File: config.mk
export PLATFORM = sky130hd
export DESIGN_NAME = stream_fifo
export DESIGN_NICKNAME = d
export VERILOG_FILES = /design/src/rtl/stream_fifo_pkg.sv /design/src/rtl/stream_fifo_wrap_ptr.sv /design/src/rtl/stream_fifo.sv
export SDC_FILE = /design/constraint.sdc
export NUM_CORES = 1
export LEC_CHECK = 0
export CORE_ASPECT_RATIO = 1.25
export CORE_UTILIZATION = 35
export DETAILED_ROUTE_END_ITERATION = 10
export HOLD_SLACK_MARGIN = 0.06
export PLACE_DENSITY = 0.59
export SLEW_MARGIN = 20
export SYNTH_ARGS = -nofsm -noshare
export SYNTH_HDL_FRONTEND = slang
export SYNTH_SLANG_ARGS = --single-unit
File: constraint.sdc
create_clock -name clk -period 11 [get_ports clk]
set_clock_uncertainty 0.05 [all_clocks]
set_input_delay 1.65 -clock clk [delete_from_list [all_inputs] [get_ports clk]]
set_output_delay 1.65 -clock clk [all_outputs]
set_load 0.03 [all_outputs]
File: src/rtl/stream_fifo_pkg.sv
// Shared sizing helpers for stream_fifo and its pointer counters.
package stream_fifo_pkg;

    function automatic int cnt_width(input int depth);
        return $clog2(depth + 1);
    endfunction

    // A single-entry FIFO still needs a 1-bit pointer to index its storage.
    function automatic int ptr_width(input int depth);
        return (depth > 1) ? $clog2(depth) : 1;
    endfunction

endpackage

File: src/rtl/stream_fifo_wrap_ptr.sv
// Modulo-DEPTH pointer: wraps on an explicit compare so non power-of-two
// depths index only valid storage entries.
module wrap_ptr
    import stream_fifo_pkg::*;
#(
    parameter int DEPTH = 4,
    parameter int PTR_W = ptr_width(DEPTH)
) (
    input  logic             clk,
    input  logic             reset_n,
    input  logic             clr,
    input  logic             inc,
    output logic [PTR_W-1:0] ptr
);

    logic [PTR_W-1:0] ptr_reg;
    logic [PTR_W-1:0] ptr_next;

    always_comb begin
        ptr_next = ptr_reg;
        if (clr) begin
            ptr_next = '0;
        end else if (inc) begin
            ptr_next = (ptr_reg == PTR_W'(DEPTH - 1)) ? '0 : ptr_reg + 1'b1;
        end
    end

    always_ff @(posedge clk) begin
        if (!reset_n) begin
            ptr_reg <= '0;
        end else begin
            ptr_reg <= ptr_next;
        end
    end

    assign ptr = ptr_reg;

endmodule

File: src/rtl/stream_fifo.sv
// First-word-fall-through valid/ready FIFO with occupancy, thresholds and flush.
// Optional high-water mark register enabled by defining STREAM_FIFO_HWM_EN.
module stream_fifo
    import stream_fifo_pkg::*;
#(
    parameter int WIDTH     = 32,
    parameter int DEPTH     = 4,
    parameter int AFULL_TH  = DEPTH - 1,
    parameter int AEMPTY_TH = 1,
    localparam int CNT_W    = cnt_width(DEPTH),
    localparam int PTR_W    = ptr_width(DEPTH)
) (
    input  logic             clk,
    input  logic             reset_n,
    input  logic             flush,
    input  logic             in_valid,
    output logic             in_ready,
    input  logic [WIDTH-1:0] in_data,
    output logic             out_valid,
    input  logic             out_ready,
    output logic [WIDTH-1:0] out_data,
    output logic [CNT_W-1:0] count,
    output logic             almost_full,
    output logic             almost_empty,
    output logic [CNT_W-1:0] hwm
);

    logic [WIDTH-1:0] mem [DEPTH];
    logic [PTR_W-1:0] rd_ptr;
    logic [PTR_W-1:0] wr_ptr;
    logic [CNT_W-1:0] count_reg;
    logic [CNT_W-1:0] count_next;
    logic             push;
    logic             pop;

    // Handshakes are forced low while reset is held, whatever the stale count.
    assign in_ready  = reset_n && (count_reg != CNT_W'(DEPTH));
    assign out_valid = reset_n && (count_reg != '0);
    assign push      = in_valid && in_ready;
    assign pop       = out_valid && out_ready;

    wrap_ptr #(.DEPTH(DEPTH), .PTR_W(PTR_W)) u_wr_ptr (
        .clk     (clk),
        .reset_n (reset_n),
        .clr     (flush),
        .inc     (push),
        .ptr     (wr_ptr)
    );

    wrap_ptr #(.DEPTH(DEPTH), .PTR_W(PTR_W)) u_rd_ptr (
        .clk     (clk),
        .reset_n (reset_n),
        .clr     (flush),
        .inc     (pop),
        .ptr     (rd_ptr)
    );

    always_comb begin
        count_next = count_reg;
        if (flush) begin
            count_next = '0;
        end else if (push && !pop) begin
            count_next = count_reg + 1'b1;
        end else if (pop && !push) begin
            count_next = count_reg - 1'b1;
        end
    end

    always_ff @(posedge clk) begin
        if (!reset_n) begin
            count_reg <= '0;
        end else begin
            count_reg <= count_next;
        end
    end

    // Storage carries no reset; a word pushed in a flush cycle is dropped.
    always_ff @(posedge clk) begin
        if (push && !flush) begin
            mem[wr_ptr] <= in_data;
        end
    end

    assign out_data     = mem[rd_ptr];
    assign count        = count_reg;
    assign almost_full  = int'(count_reg) >= AFULL_TH;
    assign almost_empty = int'(count_reg) <= AEMPTY_TH;

`ifdef STREAM_FIFO_HWM_EN
    logic [CNT_W-1:0] hwm_reg;

    // count_next never exceeds DEPTH, so the mark saturates on its own.
    always_ff @(posedge clk) begin
        if (!reset_n) begin
            hwm_reg <= '0;
        end else if (flush) begin
            hwm_reg <= '0;
        end else if (count_next > hwm_reg) begin
            hwm_reg <= count_next;
        end
    end

    assign hwm = hwm_reg;
`else
    assign hwm = '0;
`endif

endmodule

Word-level counts from Yosys, hierarchy flattened

Memory sizes are Yosys's and may differ from the RTL's. A register that Yosys moved wholly into a read port is not among the register bits.
Cells that the tools add are included.

Memories: 1
Memory bits (writable): 128
Output and inout port bits: 42
Register bits: 7

Equality and inequality tests: 3
Reductions and logical operators: 13
Mux-type cells: 8
Bitwise logic cells: 1
Add/sub/neg operators: 4
$lt $le $gt $ge: 2

Memories:

| name | words | bits a word | read ports | clocked after Yosys merged registers in | write ports | RTL line          | source |
|---|---|---|---|---|---|---|---|
| mem  | 4     | 32          | 1          | 1                                       | 1           | stream_fifo.sv:28 | `logic [WIDTH-1:0] mem [DEPTH];` |

Operators by type and width:

| cell                                                                             | count |
|---|---|
| 2-bit two-way mux                                                                | 4 |
| 1-bit logical AND                                                                | 7 |
| 3-bit two-way mux                                                                | 2 |
| 2-bit by 1-bit adder with 2-bit output, second input constant                    | 2 |
| 2-bit == test, second input constant                                             | 2 |
| 3-bit by 1-bit adder with 3-bit output, second input constant                    | 1 |
| 3-bit by 2-bit >= comparator with 1-bit output, second input constant            | 1 |
| 3-bit by 1-bit less-or-equal comparator with 1-bit output, second input constant | 1 |
| 1-bit logical NOT                                                                | 3 |
| 3-bit != test, second input constant                                             | 1 |
| 3-bit nonzero test                                                               | 1 |
| 3-bit by 1-bit subtractor with 3-bit output, second input constant               | 1 |
| 1-bit two-way mux                                                                | 2 |
| 2-bit nonzero test                                                               | 1 |
| 2-bit OR reduction                                                               | 1 |
| 1-bit NOT                                                                        | 1 |

Longest topological paths before layout

Gate-level depths: netlist of run 1.

Depth in word-level cells: 7
Mapped depth: 7
Depth with buffers taken out: 6

Hierarchy

A second synthesis of run 1 with hierarchy kept.

Cells, all modules: 228
Area, all modules: 5181.2 sq um

By module, submodules not included:

| module      | times used | area an instance (sq um) | seq. area each (sq um) | cells an instance |
|---|---|---|---|---|
| stream_fifo | 1          | 4988.5                   | 3903.7                 | 210 |
| wrap_ptr    | 2          | 96.3                     | 40.0                   | 9 |

Worst setup path before layout of run 1

No wires, ideal clock.

Path kind: input to register
Start: input port in_valid
End: memory mem[1][0], enable pin
Slack: 6.196 ns
Data required time: 10.482 ns
Data arrival time: 4.286 ns
Stages: 3
Library setup time: 0.468 ns
Buffers on the path: 1
Cells stage by stage: nand3_1 -> buf_6 -> nor3b_1

Longest elaborated chain between the ends: 4

RTL lines:

| element                                 | RTL line          | source |
|---|---|---|
| from (decl)                             | stream_fifo.sv:16 | `input logic in_valid,` |
| 1-bit logical AND                       | stream_fifo.sv:39 | `assign push = in_valid && in_ready;` |
| 1-bit logical AND                       | stream_fifo.sv:79 | `if (push && !flush) begin` |
| 1-bit two-way mux                       | stream_fifo.sv:79 |  |
| 1-bit two-way mux (implied by the code) | stream_fifo.sv:80 | `mem[wr_ptr] <= in_data;` |
| to (decl)                               | stream_fifo.sv:28 |  |

No other way between the ends.

Worst setup path after layout of run 1

Start: input port reset_n
End: output port out_valid

Longest elaborated chain between the ends: 1

RTL lines:

| element           | RTL line          | source |
|---|---|---|
| from (decl)       | stream_fifo.sv:14 | `input logic reset_n,` |
| 1-bit logical AND | stream_fifo.sv:38 | `assign out_valid = reset_n && (count_reg != '0);` |
| to (decl)         | stream_fifo.sv:19 | `output logic out_valid,` |

No other way between the ends.

==> impl_metrics.py, run 1 <==
metrics = {
    "power": {
        "power.share.sequential": 0.492,
        "p_leak_nw": 2.168,
        "max-vdd-ir-drop_mv": 0.08270,
        "internal_power_mw": 0.9376,
        "combinational_cell_fraction_of_total_power": 0.054,
        "power.density_cell_area_nw_per_um2": 173.2,
        "switching_share": 0.2015,
        "clock_power_share": 0.454,
        "p_switching_mw": 0.2367,
    },
    "run_status": {
        "violations_in_the_final_reports": "design-rule violations",
        "run_status": "finished, violations left",
    },
    "timing": {
        "hold_violations": 0,
        "slew_headroom": 0.3671,
        "unrepaired_setup_endpoints_after_global_routing": "no",
        "final.hold.worst_slack_ps": 450.4,
        "fmaxAchievable_ghz": 0.2114,
        "fin_crit_ps": 4731,
        "setup_viol": 0,
        "timing_max_transition_violations_final": 0,
        "period_share": 0.4301,
        "final.setup.tns_ps": 0,
        "tightest_slew_ps": 949.4,
    },
    "global_route": {
        "grt_antenna_before_repair": 0,
        "total_grt_overflow": 0,
        "grt_pass1_vias": 2699,
        "largest_net_degree_at_the_start_of_global_routing": 33,
        "grt_usage": 0.1285,
        "grt_first_pass_wirelength_um": 14700,
    },
    "setup_path": {
        "startpoint_class": "input pin",
        "cp-end-kind": "output pin",
        "worst_path_max_delay_cell": "sky130_fd_sc_hd__clkdlybuf4s50_1",
        "worstPathRequired_ps": 9300,
        "worst-path-max-fanout": 7,
        "startpoint": "reset_n",
        "critPathMostFrequentCell": "sky130_fd_sc_hd__clkdlybuf4s50_1",
        "worstReg2RegStart": "count[0]$_SDFFE_PP0P_",
        "timing.critical_path.arrival_ps": 3030,
        "critPathMaxStageDelay_ps": 660,
        "worst-setup-path-type": "in -> out",
        "worstPathCellList": "clkdlybuf4s50_1 > and2b_2 > clkdlybuf4s50_1",
    },
    "floorplan": {
        "coreArea_um2": 14530,
        "floorplan.initialDensity": 0.3612,
        "chipHeight_um": 138.9,
        "core.rowCount": 49,
        "die-area_um2": 15490,
        "ios": 79,
        "die-width_um": 111.5,
    },
    "finish": {
        "multi_input_comb_area_um2": 1157,
        "fraction_of_final_layout_cells_sized_beyond_drive_strength_1": 0.2337,
        "register_area_um2": 4026,
        "layout_common_cells": "sky130_fd_sc_hd__edfxtp_1, sky130_fd_sc_hd__clkdlybuf4s50_1, sky130_fd_sc_hd__mux4_2",
        "mostFrequentLayoutCell": "sky130_fd_sc_hd__edfxtp_1",
        "num-nets-final": 373,
        "flip_flop_count_of_the_largest_register_after_layout": 128,
        "synthToLayoutAreaGrowth_pct": 29.20,
        "n_fill_cell": 1252,
        "antenna_cells_inserted": 0,
    },
    "clock_tree": {
        "ctsRootBufferMaster": "sky130_fd_sc_hd__clkbuf_16",
        "cts-buffers-inserted": 17,
        "h-tree-depth": 4,
        "clk_transition_reported_paths_ps": 60,
        "cts_tree": "built",
        "post-cts-setup-buffer-count": 0,
        "holdBufCountCts": 0,
        "clock_sinks": 137,
        "cts_resized": 0,
        "clk-insertion-delay-late_ps": 400,
        "worst_case_clock_buffer_depth": 2,
    },
    "detailed_routing": {
        "via_count": 2495,
        "antenna_left": 0,
        "routed_wire_length_per_instance_um": 17.78,
        "drt_iter0_drc": 63,
        "drt_pre_antenna_iters": 7,
        "detail_route.drc_violations": 8,
        "routed_wl_um": 9175,
        "viasPerCell": 4.835,
    },
    "synthesis": {
        "synth.yosys.warnings": 0,
        "syn-mean-instance-area_um2": 22.24,
        "synth_seq_area_share": 0.7666,
        "netlist_area_um2": 5249,
        "synth_edf_count": 128,
        "number_of_distinct_library_cell_variants_in_the_gate_level_netlist_after_synthesis": 31,
        "yosys_most_used_dff": "sky130_fd_sc_hd__edfxtp_1",
        "postSynth.asyncResetShare": 0,
        "synth-seq-cells": 137,
        "mapped_cells": 236,
    },
    "worst_hold_path": {
        "worst_hold_startpoint": "u_wr_ptr.ptr[1]$_SDFFE_PP0P_",
        "min_path_type": "reg -> reg",
    },
    "placement": {
        "gp_congestion": 0.6820,
        "placement.io_buffers": 75,
        "dp_hpwl_um": 5381,
    },
    "job": {
        "drv_cap": 0,
    },
}
==> power groups by stage <==
stage / Sequential [mW] / Clock (mW) / Combinational (mW)
floorplan: 0.589 / 0 / 0.0322
global placement: 0.588 / 0 / 0.0632
detailed placement: 0.589 / 0 / 0.0641
CTS: 0.578 / 0.544 / 0.0643
global route: 0.578 / 0.565 / 0.0673
finish: 0.578 / 0.533 / 0.0632
==> through the flow <==
stage / util / setup slack [ps] / total power, mW / instances / instance area (µm²)
6_report: 0.4667 / 6269 / 1.174 / 516 / 6782
2_1_floorplan: - / 6196 / 0.6211 / 238 / 5256
4_1_cts: 0.4667 / 6266 / 1.186 / 516 / 6782
3_3_place_gp: 0.4281 / 6287 / 0.6517 / 485 / 6221
5_1_grt: 0.4667 / 6218 / 1.211 / 516 / 6782
3_5_place_dp: 0.4281 / 6264 / 0.6528 / 485 / 6221
==> critical path: cells and delay by family <==
kind,cells,cell delay [ps]
buffers and inverters,2,1210
and+or+nand+nor,1,160
==> cell type report <==
cell class | count | area share
Clock buffer | 19 | 0.06384
Clock inverter | 12 | 0.01882
Inverter | 5 | 0.002768
Multi-Input combinational cell | 84 | 0.1707
Sequential cell | 137 | 0.5937
Tap cell | 178 | 0.03284
Timing Repair Buffer | 81 | 0.1173
==> path summary, 6_finish.rpt <==
| check | end | slack [ps] | cells past startpoint |
|---|---|---|---|
| max | out_valid | 6270 | 3 |
| min reg2reg | u_wr_ptr.ptr[1]$_SDFFE_PP0P_ | 450 | 2 |
| max reg2reg | mem[1][25]$_DFFE_PP_ | 8590 | 6 |
| min | u_wr_ptr.ptr[1]$_SDFFE_PP0P_ | 450 | 2 |
==> logic make-up after synthesis <==
| kind of cell | Yosys count | share of synthesized area |
|---|---|---|
| other | 1 | 0.0007145 |
| AND/OR/NAND/NOR | 25 | 0.02956 |
| multiplexers | 34 | 0.1411 |
| buffers and inverters | 17 | 0.01812 |
| flip-flops | 137 | 0.7666 |
| AO/OA/AOI/OAI | 9 | 0.01192 |
| adder cells (fa/ha/maj) | 11 | 0.02598 |
| XOR/XNOR | 2 | 0.005959 |
==> layer usage <==
| layer | global-route usage | vias up | part of all wire |
|---|---|---|---|
| met1 | 0.1549 | 1299 | 0.42 |
| met4 | 0.04481 | 0 | 0.0095 |
| met5 | 0 | - | 0 |
| met2 | 0.2148 | 51 | 0.53 |
| met3 | 0.04414 | 6 | 0.037 |
| li1 | - | 1139 | - |
==> synth_stat cells, types with 3 or more instances <==
| master | instances | area, µm² |
|---|---|---|
| sky130_fd_sc_hd__buf_1 | 3 | 11.26 |
| sky130_fd_sc_hd__ha_1 | 10 | 125.1 |
| sky130_fd_sc_hd__a21oi_1 | 4 | 20.02 |
| sky130_fd_sc_hd__inv_1 | 5 | 18.77 |
| sky130_fd_sc_hd__dfxtp_1 | 9 | 180.2 |
| sky130_fd_sc_hd__buf_4 | 3 | 22.52 |
| sky130_fd_sc_hd__buf_2 | 4 | 20.02 |
| sky130_fd_sc_hd__nor2_1 | 6 | 22.52 |
| sky130_fd_sc_hd__nor3b_1 | 5 | 37.54 |
| sky130_fd_sc_hd__edfxtp_1 | 128 | 3844 |
| sky130_fd_sc_hd__nand2_1 | 4 | 15.01 |
| sky130_fd_sc_hd__mux4_2 | 32 | 720.7 |
No activity file was read; power rests on OpenSTA's default activity.
==> run 2: changes to the inputs <==
- clock period: 11 -> 4.5 ns (I/O delays scaled with it)
==> impl_metrics.py, run 2 (same netlist as run 1, synthesis figures left out) <==
metrics = {
    "run_status": {
        "run_status": "finished, violations left",
        "violations_in_the_final_reports": "design-rule violations",
    },
    "floorplan": {
        "die-width_um": 111.5,
        "coreArea_um2": 14530,
        "core.rowCount": 49,
        "floorplan.initialDensity": 0.3612,
        "chipHeight_um": 138.9,
        "ios": 79,
        "die-area_um2": 15490,
    },
    "setup_path": {
        "reg2reg_slack_ps": 2120,
        "worst-setup-path-type": "reg -> out",
        "worst_path_max_delay_cell": "sky130_fd_sc_hd__dfxtp_2",
        "cp-end-kind": "output pin",
        "setup.worst_path.end": "out_data[23]",
        "critPathMaxStageDelay_ps": 750,
        "worstPathCellList": "buf_4 > mux4_2 > clkdlybuf4s50_1",
        "worstPathRequired_ps": 3770,
        "startpoint_class": "flop",
        "reg2reg_path_depth": 6,
        "worstReg2RegEnd": "mem[1][12]$_DFFE_PP_",
        "timing.critical_path.arrival_ps": 2680,
        "worstReg2RegStart": "count[0]$_SDFFE_PP0P_",
        "worst-path-max-fanout": 17,
    },
    "global_route": {
        "grt_usage": 0.1364,
        "total_grt_overflow": 0,
        "grt_first_pass_wirelength_um": 15120,
        "grt_pass1_vias": 2762,
        "largest_net_degree_at_the_start_of_global_routing": 33,
        "grt_antenna_before_repair": 0,
    },
    "detailed_routing": {
        "viasPerCell": 4.816,
        "via_count": 2509,
        "routed_wire_length_per_instance_um": 18.34,
        "drt_iter0_drc": 135,
        "routed_wl_um": 9557,
        "detail_route.drc_violations": 6,
        "antenna_left": 0,
        "drt_pre_antenna_iters": 7,
    },
    "timing": {
        "period_share": 0.7566,
        "setup_viol": 0,
        "hold_violations": 0,
        "unrepaired_setup_endpoints_after_global_routing": "no",
        "final.setup.tns_ps": 0,
        "worst_slack_ps": 1095,
        "timing_max_transition_violations_final": 0,
        "slew_headroom": 0.3944,
        "tightest_slew_ps": 908.5,
        "fmaxAchievable_ghz": 0.2937,
        "fin_crit_ps": 3405,
    },
    "finish": {
        "flip_flop_count_of_the_largest_register_after_layout": 128,
        "synthToLayoutAreaGrowth_pct": 31.59,
        "finish.utilization": 0.4753,
        "antenna_cells_inserted": 0,
        "mostFrequentLayoutCell": "sky130_fd_sc_hd__edfxtp_1",
        "layout_common_cells": "sky130_fd_sc_hd__edfxtp_1, sky130_fd_sc_hd__clkdlybuf4s50_1, sky130_fd_sc_hd__mux4_2",
        "fraction_of_final_layout_cells_sized_beyond_drive_strength_1": 0.2449,
        "post-route-cell-area_um2": 6907,
        "num-nets-final": 377,
    },
    "clock_tree": {
        "holdBufCountCts": 0,
        "cts_resized": 0,
        "h-tree-depth": 4,
        "clk_transition_reported_paths_ps": 60,
        "ctsRootBufferMaster": "sky130_fd_sc_hd__clkbuf_16",
        "clock_sinks": 137,
        "post-cts-setup-buffer-count": 0,
        "cts_tree": "built",
        "cts-buffers-inserted": 17,
        "worst_case_clock_buffer_depth": 2,
        "clk-insertion-delay-late_ps": 420,
    },
    "placement": {
        "gp_congestion": 0.6922,
        "dp_hpwl_um": 6009,
        "placement.io_buffers": 75,
        "postPlaceCellArea_um2": 6251,
        "place_worst_setup_slack_ps": 1440,
    },
    "worst_hold_path": {
        "worst_hold_startpoint": "u_wr_ptr.ptr[1]$_SDFFE_PP0P_",
        "min_path_type": "reg -> reg",
        "whs_path_cells": 2,
    },
    "power": {
        "total_power_mw": 3.094,
        "power.density_cell_area_nw_per_um2": 448.0,
        "p_leak_nw": 2.238,
        "max-vdd-ir-drop_mv": 0.2132,
    },
    "job": {
        "drv_cap": 0,
    },
}
==> run 2: cell types whose count changed in the layout (fill, tap and decap cells not counted) <==
cell                         previous run  this run
sky130_fd_sc_hd__buf_4                  6        10
sky130_fd_sc_hd__clkinv_1               1         2
sky130_fd_sc_hd__bufinv_16              2         6
sky130_fd_sc_hd__clkbuf_1               2         1
sky130_fd_sc_hd__clkinv_4               2         0
sky130_fd_sc_hd__clkinvlp_4             3         2
==> run 2: worst min-delay path by stage <==
stage / slack (ps) / to
after floorplan: 420 / u_wr_ptr.ptr[1]$_SDFFE_PP0P_
after CTS: 440 / u_wr_ptr.ptr[1]$_SDFFE_PP0P_
after detailed placement: 440 / u_wr_ptr.ptr[1]$_SDFFE_PP0P_
final: 440 / u_wr_ptr.ptr[1]$_SDFFE_PP0P_
after global routing: 490 / u_wr_ptr.ptr[1]$_SDFFE_PP0P_
after global placement: 430 / u_wr_ptr.ptr[1]$_SDFFE_PP0P_
==> run 2: worst max-delay path, delay by kind of cell (launching register included) <==
kind / cells / cell delay [ps]
buf+inv: 2 / 960
flops: 1 / 750
mux: 1 / 550
==> run 2: per-stage QoR <==
step | std cells | hold slack, ps
floorplan | 238 | 417.7
global placement | 489 | 433.4
detailed placement | 489 | 436.7
CTS | 521 | 444.7
global route | 521 | 485.2
finish | 521 | 444.8
==> run 2: area by class of cell <==
cell class | instances | area [µm²]
clock buffer | 18 | 429.2
clock inverter | 14 | 226.5
fill | 1230 | 7624
inverter | 5 | 18.77
multi-input combinational | 84 | 1157
sequential | 137 | 4026
tap | 178 | 222.7
timing repair buffer | 85 | 825.8
==> run 2: power by group <==
group | leakage (nW) | switching [mW] | internal (mW)
clock network | 0.315 | 0.493 | 1.03
logic | 0.693 | 0.0792 | 0.0770
registers | 1.23 | 0.00666 | 1.41
total | 2.24 | 0.579 | 2.52
==> run 2: layer usage <==
metal	track usage	vias to the layer above	part of all wire
met5	0	-	0
met3	0.04502	15	0.037
li1	-	1149	-
met4	0.07112	0	0.016
met1	0.1543	1289	0.41
met2	0.2296	56	0.54
